## config.mk

```make
export PLATFORM = sky130hd
export DESIGN_NAME = lsu_mem_ctrl
export DESIGN_NICKNAME = d
export VERILOG_FILES = /design/src/rtl/lsu_mem_ctrl.sv
export SDC_FILE = /design/constraint.sdc
export NUM_CORES = 1
export LEC_CHECK = 0
export BUFFER_PORTS_ARGS = -buffer_cell sky130_fd_sc_hd__buf_4
export CORE_ASPECT_RATIO = 1.2
export CORE_MARGIN = 2
export CORE_UTILIZATION = 52
export CTS_CLUSTER_SIZE = 25
export DETAILED_ROUTE_END_ITERATION = 6
export PLACE_DENSITY_LB_ADDON = 0.3
export SLEW_MARGIN = 40
export SYNTH_ARGS = -nofsm -noshare
export SYNTH_HDL_FRONTEND = slang
export SYNTH_SLANG_ARGS = --single-unit
```

## constraint.sdc

```tcl
create_clock -name clk -period 5.6 [get_ports clk]
set_clock_uncertainty 0.05 [all_clocks]
set_input_delay 0.56 -clock clk [delete_from_list [all_inputs] [get_ports clk]]
set_output_delay 0.56 -clock clk [all_outputs]
set_load 0.1 [all_outputs]
```

## src/rtl/lsu_mem_ctrl.sv

```systemverilog
// rtl/lsu_mem_ctrl.sv - RV32I load/store unit with byte/half extraction and SB/SH read-modify-write
module lsu_mem_ctrl #(
  parameter int MEM_WORDS = 1024
) (
  input  logic        clk,
  input  logic        rst,
  input  logic        req_valid,
  input  logic        req_we,
  input  logic [2:0]  funct3,
  input  logic [31:0] addr,
  input  logic [31:0] wdata,
  output logic        busy,
  output logic [31:0] rdata,
  output logic        rdata_valid,
  output logic        err,
  output logic        mem_we,
  output logic [31:0] mem_a,
  output logic [31:0] mem_wd,
  input  logic [31:0] mem_rd
);

  typedef enum logic [1:0] {IDLE, LOAD, RMW_RD, WRITE} state_t;

  state_t      state;
  state_t      state_nx;

  logic [2:0]  f3_q;
  logic [31:0] addr_q;
  logic [31:0] wdata_q;
  logic [31:0] merge_q;

  logic        illegal;
  logic        misaligned;
  logic        out_of_range;
  logic        req_bad;

  logic [31:0] shifted;
  logic [31:0] load_val;
  logic [31:0] lane_mask;
  logic [31:0] lane_data;
  logic [31:0] merged;

  // Classify the incoming request: illegal width code, misalignment, or index past the memory
  always_comb begin
    illegal    = 1'b0;
    misaligned = 1'b0;
    if (req_we) begin
      illegal = !(funct3 == 3'b000 || funct3 == 3'b001 || funct3 == 3'b010);
    end else begin
      illegal = (funct3 == 3'b011 || funct3 == 3'b110 || funct3 == 3'b111);
    end
    case (funct3)
      3'b001, 3'b101: misaligned = addr[0];
      3'b010:         misaligned = (addr[1:0] != 2'b00);
      default:        misaligned = 1'b0;
    endcase
    out_of_range = ({2'b00, addr[31:2]} >= 32'(MEM_WORDS));
    req_bad      = illegal | misaligned | out_of_range;
  end

  // Load lane extraction and store lane merge, both working on the latched request
  always_comb begin
    shifted = mem_rd >> {addr_q[1:0], 3'b000};
    case (f3_q)
      3'b000:  load_val = {{24{shifted[7]}}, shifted[7:0]};
      3'b100:  load_val = {24'h000000, shifted[7:0]};
      3'b001:  load_val = {{16{shifted[15]}}, shifted[15:0]};
      3'b101:  load_val = {16'h0000, shifted[15:0]};
      default: load_val = mem_rd;
    endcase
    if (f3_q == 3'b001) begin
      lane_mask = 32'h0000FFFF << {addr_q[1], 4'b0000};
      lane_data = {2{wdata_q[15:0]}};
    end else begin
      lane_mask = 32'h000000FF << {addr_q[1:0], 3'b000};
      lane_data = {4{wdata_q[7:0]}};
    end
    merged = (mem_rd & ~lane_mask) | (lane_data & lane_mask);
  end

  // State register
  always_ff @(posedge clk) begin
    if (rst) begin
      state <= IDLE;
    end else begin
      state <= state_nx;
    end
  end

  // Next-state: SW writes directly, SB/SH need a read first, rejected requests stay idle
  always_comb begin
    state_nx = state;
    case (state)
      IDLE: begin
        if (req_valid && !req_bad) begin
          if (!req_we) begin
            state_nx = LOAD;
          end else if (funct3 == 3'b010) begin
            state_nx = WRITE;
          end else begin
            state_nx = RMW_RD;
          end
        end
      end
      LOAD:    state_nx = IDLE;
      RMW_RD:  state_nx = WRITE;
      WRITE:   state_nx = IDLE;
      default: state_nx = IDLE;
    endcase
  end

  // Memory-side outputs; a reset during WRITE blocks the write in that same cycle
  always_comb begin
    busy   = (state != IDLE);
    mem_a  = busy ? {2'b00, addr_q[31:2]} : 32'h0;
    mem_we = (state == WRITE) && !rst;
    mem_wd = 32'h0;
    if (state == WRITE) begin
      mem_wd = (f3_q == 3'b010) ? wdata_q : merge_q;
    end
  end

  // Request latch, load result, merge buffer and one-cycle status pulses
  always_ff @(posedge clk) begin
    if (rst) begin
      f3_q        <= 3'b000;
      addr_q      <= 32'h0;
      wdata_q     <= 32'h0;
      merge_q     <= 32'h0;
      rdata       <= 32'h0;
      rdata_valid <= 1'b0;
      err         <= 1'b0;
    end else begin
      rdata_valid <= 1'b0;
      err         <= 1'b0;
      case (state)
        IDLE: begin
          if (req_valid) begin
            if (req_bad) begin
              err <= 1'b1;
            end else begin
              f3_q    <= funct3;
              addr_q  <= addr;
              wdata_q <= wdata;
            end
          end
        end
        LOAD: begin
          rdata       <= load_val;
          rdata_valid <= 1'b1;
        end
        RMW_RD: begin
          merge_q <= merged;
        end
        default: begin
        end
      endcase
    end
  end

endmodule

```

==> impl_metrics.ini, run 1 <==
[critical_path]
required_ns = 4.99
crit_type = reg -> out
crit_family = simple AND/OR/NAND/NOR gates
rrSetupSlack_ns = 2.96
cp_num_buf_inv = 1
max_stage_delay_ns = 0.63
cp_data_arrival_time_ns = 2.53
cp_slowest_cell = and2_2
critPathMaxFanout = 32
end_kind = output pin
start_kind = register
crit_chain = nor2_1 > and2_2 > nand2_1 > a21oi_1 > buf_4

[final_layout]
final_cell_mix = buf_4 (213), dfxtp_1 (134), a21oi_1 (124), nand2_1 (107), nand4_1 (47)
fin_util = 0.684
final_common_cell = buf_4
n_antenna_cell = 0
final_layout_size_suffix_gt1_frac = 0.305
nets = 1084
area_delta_synth_final_pct = 29.5

[floorplanning]
start_util = 0.528
core-area_mm2 = 0.0131
die_area_mm2 = 0.0143
io-pin-count = 203
die_h_um = 130
fp.dieW_um = 109
num_rows = 46

[detailed_routing]
drt-pass1-iter-count = 5
first_iter_violations = 534
num_vias = 7011
via_per_inst = 6.03
finalWirelength_um = 21900
antenna_left = 0
route.detailed.drc = 0
wl_per_cell_um = 18.8

[logic_synthesis]
yosys_most_used_dff = dfxtp_1
synth-edff-count = 0
async_reset_ff_frac = 0
yosysUniqueCellTypes = 48
ys_warn_count = 0
yosysTopAreaCell = dfxtp_1
synth.top_cell.area_share = 0.390
syn_inst = 838
ys_ff_latch = 135
syn_avg_cell_area_um2 = 8.27
syn-cell-area_mm2 = 0.00693
yosysSeqAreaShare = 0.390
ys_top_cells_by_area = dfxtp_1 (39%), a21oi_1 (9.0%), mux2i_1 (6.1%)

[sta]
setup_viol = 0
clock.fmax_mhz = 319
worst_pin_slew_ns = 0.787
relSlewSlack = 0.465
tns_ns = 0
rsz0062_at_grt = false
fin_crit_ns = 3.14
period_share = 0.560
worst_hold_slack_ns = 0.352
finalHoldViolCount = 0
maxSlewViolCount = 0

[clock_network]
cts_buffers = 17
cts-resized-gates = 0
htreeDepth = 4
clock-sinks = 135
clkLatencyLatePin_ns = 0.43
cts-hold-fix-buffers = 0
post_cts_buffers = 0
clkSlewWorstSetupHoldPaths_ns = 0.06
cts_tree = built
ctsRootBufferMaster = clkbuf_16
cts_max_path_buffers = 2

[flow_run]
cap_violations = 0

[status]
status = finished clean

[power_and_ir_drop]
powerDensity_mw_per_mm2 = 246
swShare = 0.234
pwr-share-comb = 0.060
power.share.sequential = 0.436
leakagePower_nw = 3.48
vdd_drop_max_mv = 0.189
power.internal_w = 0.00169
clock_power_share = 0.504
power.switching_w = 0.000517

[global_route]
grt_pass1_vias = 6431
gr-total-overflow = 0
track_usage = 0.300
grt_first_pass_wirelength_um = 33100
antenna_found_initial = 0
grt_max_degree = 71

[placed_design]
gp_congestion = 0.912
io_buffers = 200
dpl.hpwl_um = 14800

[worst_hold_path]
min_path_type = in -> reg
## power groups by stage
stage	Combinational [W]	Sequential, W	Clock (W)
3_5_place_dp	0.000129	0.000982	0
5_1_grt	0.000138	0.000961	0.00116
4_1_cts	0.000130	0.000961	0.00112
6_report	0.000132	0.000961	0.00111
2_1_floorplan	0.0000455	0.000985	0
3_3_place_gp	0.000129	0.000982	0
## stage by stage
| step | std cells | power, W | instance area (um^2) | worst slack, ns |
|---|---|---|---|---|
| 6_report | 1162 | 0.00220 | 8970 | 2.46 |
| 4_1_cts | 1162 | 0.00221 | 8970 | 2.48 |
| 3_3_place_gp | 1130 | 0.00111 | 8370 | 2.57 |
| 3_5_place_dp | 1130 | 0.00111 | 8390 | 2.71 |
| 2_1_floorplan | 839 | 0.00103 | 6930 | 2.17 |
| 5_1_grt | 1162 | 0.00225 | 8970 | 2.28 |
## flip-flops by register name (all words and copies together) (netlist names)
name / flops
wdata_q: 32
state: 2
merge_q: 32
rdata: 32
rdata_valid: 1
addr_q: 32
err: 1
f3_q: 3
## layer usage
metal  routed length [um]  GRT usage
met5                    0          0
met4                  914      0.153
met3                 1990     0.0744
met2                10100      0.462
met1                 8850      0.392
## synthesized netlist by cell type, types with 3 or more instances
library cell / count
dfxtp_1: 135
a21oi_1: 124
nand2_1: 109
clkbuf_1: 68
nand4_1: 47
mux2i_1: 42
o21ai_0: 40
and2_1: 37
nor2b_1: 33
o31ai_2: 30
o21a_1: 17
o31ai_1: 17
o22ai_1: 16
nor2_1: 12
inv_1: 10
buf_2: 9
nor3_1: 9
o21ai_1: 9
mux2_2: 8
o2bb2ai_1: 8
a2bb2oi_1: 7
buf_1: 7
o221ai_1: 7
buf_6: 4
nor4_1: 3
## worst register-to-register path, cell delays in order, from the launching register on
cell,delay [ns]
dfxtp_1,0.37
or3b_4,0.45
nor4b_4,0.64
buf_4,0.48
a31oi_1,0.14
buf_4,0.23
and2_1,0.17
## kinds of logic (layout without fill, tap and decap cells)
kind of cell / count (synthesis) / in the layout / share of synthesized area
AOI/OAI and AO/OA: 290 / 290 / 0.276
and+or+nand+nor: 261 / 261 / 0.195
DFF: 135 / 135 / 0.390
buffers and inverters: 100 / 255 / 0.0612
muxes: 51 / 51 / 0.0769
other: 1 / 2 / 0.000541
## cell type report
cell class	instances	area, um^2
fillers	1104	4150
multi-input cells	604	3840
flip-flops and latches	135	2700
repair buffers	213	1600
clock buffers	18	439
well taps	168	210
clock inverters	14	149
inverters	10	37.5
## worst paths after layout
check | to | from | cells after the start
worst min-delay path | wdata_q[13] | wdata[13] | 3
worst min register to register | rdata[1] | rdata[1] | 2
worst max register to register | addr_q[29] | state[1] | 6
worst max-delay path | mem_wd[21] | f3_q[0] | 5
Note: power is estimated with default switching activity, not from simulation.
==> inputs of run 2 (changes only) <==
- CORE_UTILIZATION: 52 -> 47
- clock period: 5.6 -> 2.73 ns (I/O delays scaled with it)
==> impl_metrics.ini, run 2 (same netlist as run 1, synthesis figures left out) <==
[sta]
maxSlewViolCount = 0
worst_pin_slew_ns = 0.739
clock.fmax_mhz = 419
relSlewSlack = 0.498
rsz0062_at_grt = false
fin_crit_ns = 2.39
period_share = 0.874
setup_viol = 0
finalHoldViolCount = 0
tns_ns = 0

[final_layout]
nets = 1098
final_cell_mix = buf_4 (225), dfxtp_1 (135), nand2_1 (108), a21oi_1 (92), nand4_1 (47)
fin_util = 0.641
final_common_cell = buf_4
final_layout_size_suffix_gt1_frac = 0.340
multi_input_area_mm2 = 0.00395
n_antenna_cell = 0
fillers = 1246
area_delta_synth_final_pct = 33.3
ff_latch_area_mm2 = 0.00270

[status]
status = finished clean

[clock_network]
cts_tree = built
ctsRootBufferMaster = clkbuf_16
cts_max_path_buffers = 2
clkLatencyLatePin_ns = 0.43
cts-hold-fix-buffers = 0
post_cts_buffers = 0
htreeDepth = 4
cts-resized-gates = 0
cts_buffers = 17
clkSlewWorstSetupHoldPaths_ns = 0.06
clock-sinks = 135

[critical_path]
critPathMaxFanout = 19
crit_type = reg -> out
end_kind = output pin
start_kind = register
cp_data_arrival_time_ns = 2.06
required_ns = 2.41

[detailed_routing]
route.detailed.drc = 0
via_per_inst = 5.93
finalWirelength_um = 22100
drt-pass1-iter-count = 5
num_vias = 7019
antenna_left = 0
first_iter_violations = 701
wl_per_cell_um = 18.7

[floorplanning]
start_util = 0.481
io-pin-count = 203
fp.dieW_um = 115
die_h_um = 137
num_rows = 48
core-area_mm2 = 0.0144
die_area_mm2 = 0.0157

[global_route]
gr-total-overflow = 0
track_usage = 0.273
grt_max_degree = 51
grt_pass1_vias = 6364
antenna_found_initial = 0
grt_first_pass_wirelength_um = 33300

[power_and_ir_drop]
powerDensity_mw_per_mm2 = 496
vdd_drop_max_mv = 0.369
leakagePower_nw = 3.57
total_power_w = 0.00459

[placed_design]
dpl.hpwl_um = 15600
io_buffers = 200
gp_congestion = 0.918

[flow_run]
cap_violations = 0

[worst_hold_path]
min_path_type = in -> reg
==> run 2: power breakdown <==
part	internal (W)	total, W	switching, W
sequential	0.00197	0.00197	0.000000171
clock	0.00148	0.00234	0.000855
combinational	0.000124	0.000276	0.000152
==> run 2: area by class of cell <==
class | count | area share
clock inverter | 7 | 0.00975
sequential | 135 | 0.293
clock buffer | 25 | 0.0558
timing repair buffer | 227 | 0.187
tap | 175 | 0.0237
multi-input combinational | 604 | 0.427
inverter | 10 | 0.00406
==> run 2: routing by layer <==
layer / vias up / GRT usage / wire length (um)
met5: - / 0 / 0
met1: 3246 / 0.374 / 9360
met4: 0 / 0.134 / 837
met3: 67 / 0.0483 / 1690
met2: 369 / 0.415 / 10200
li1: 3337 / - / -
==> run 2: stage by stage <==
| step | worst slack [ns] | area (um^2) | hold WS, ns | instances |
|---|---|---|---|---|
| 2_1_floorplan | 0.128 | 7050 | 0.371 | 839 |
| 4_1_cts | 0.354 | 9240 | 0.0486 | 1183 |
| 3_5_place_dp | 0.425 | 8630 | 0.386 | 1151 |
| 6_report | 0.345 | 9240 | 0.0606 | 1183 |
| 3_3_place_gp | 0.464 | 8630 | 0.384 | 1151 |
| 5_1_grt | 0.231 | 9240 | 0.0651 | 1183 |
==> run 2: final timing paths <==
kind | start | endpoint | slack [ns] | depth (start not counted)
worst max-delay path | f3_q[2] | mem_wd[8] | 0.34 | 6
worst min-delay path | addr[3] | addr_q[3] | 0.06 | 3
worst max register to register | state[1] | wdata_q[5] | 0.41 | 4
worst min register to register | addr_q[22] | addr_q[22] | 0.40 | 1
==> run 2: critical path, stage by stage, from the launching register on <==
cell	delay [ns]
dfxtp_1	0.35
nor2_1	0.25
and2_1	0.20
buf_4	0.26
nand2_1	0.11
a21oi_2	0.15
buf_4	0.31
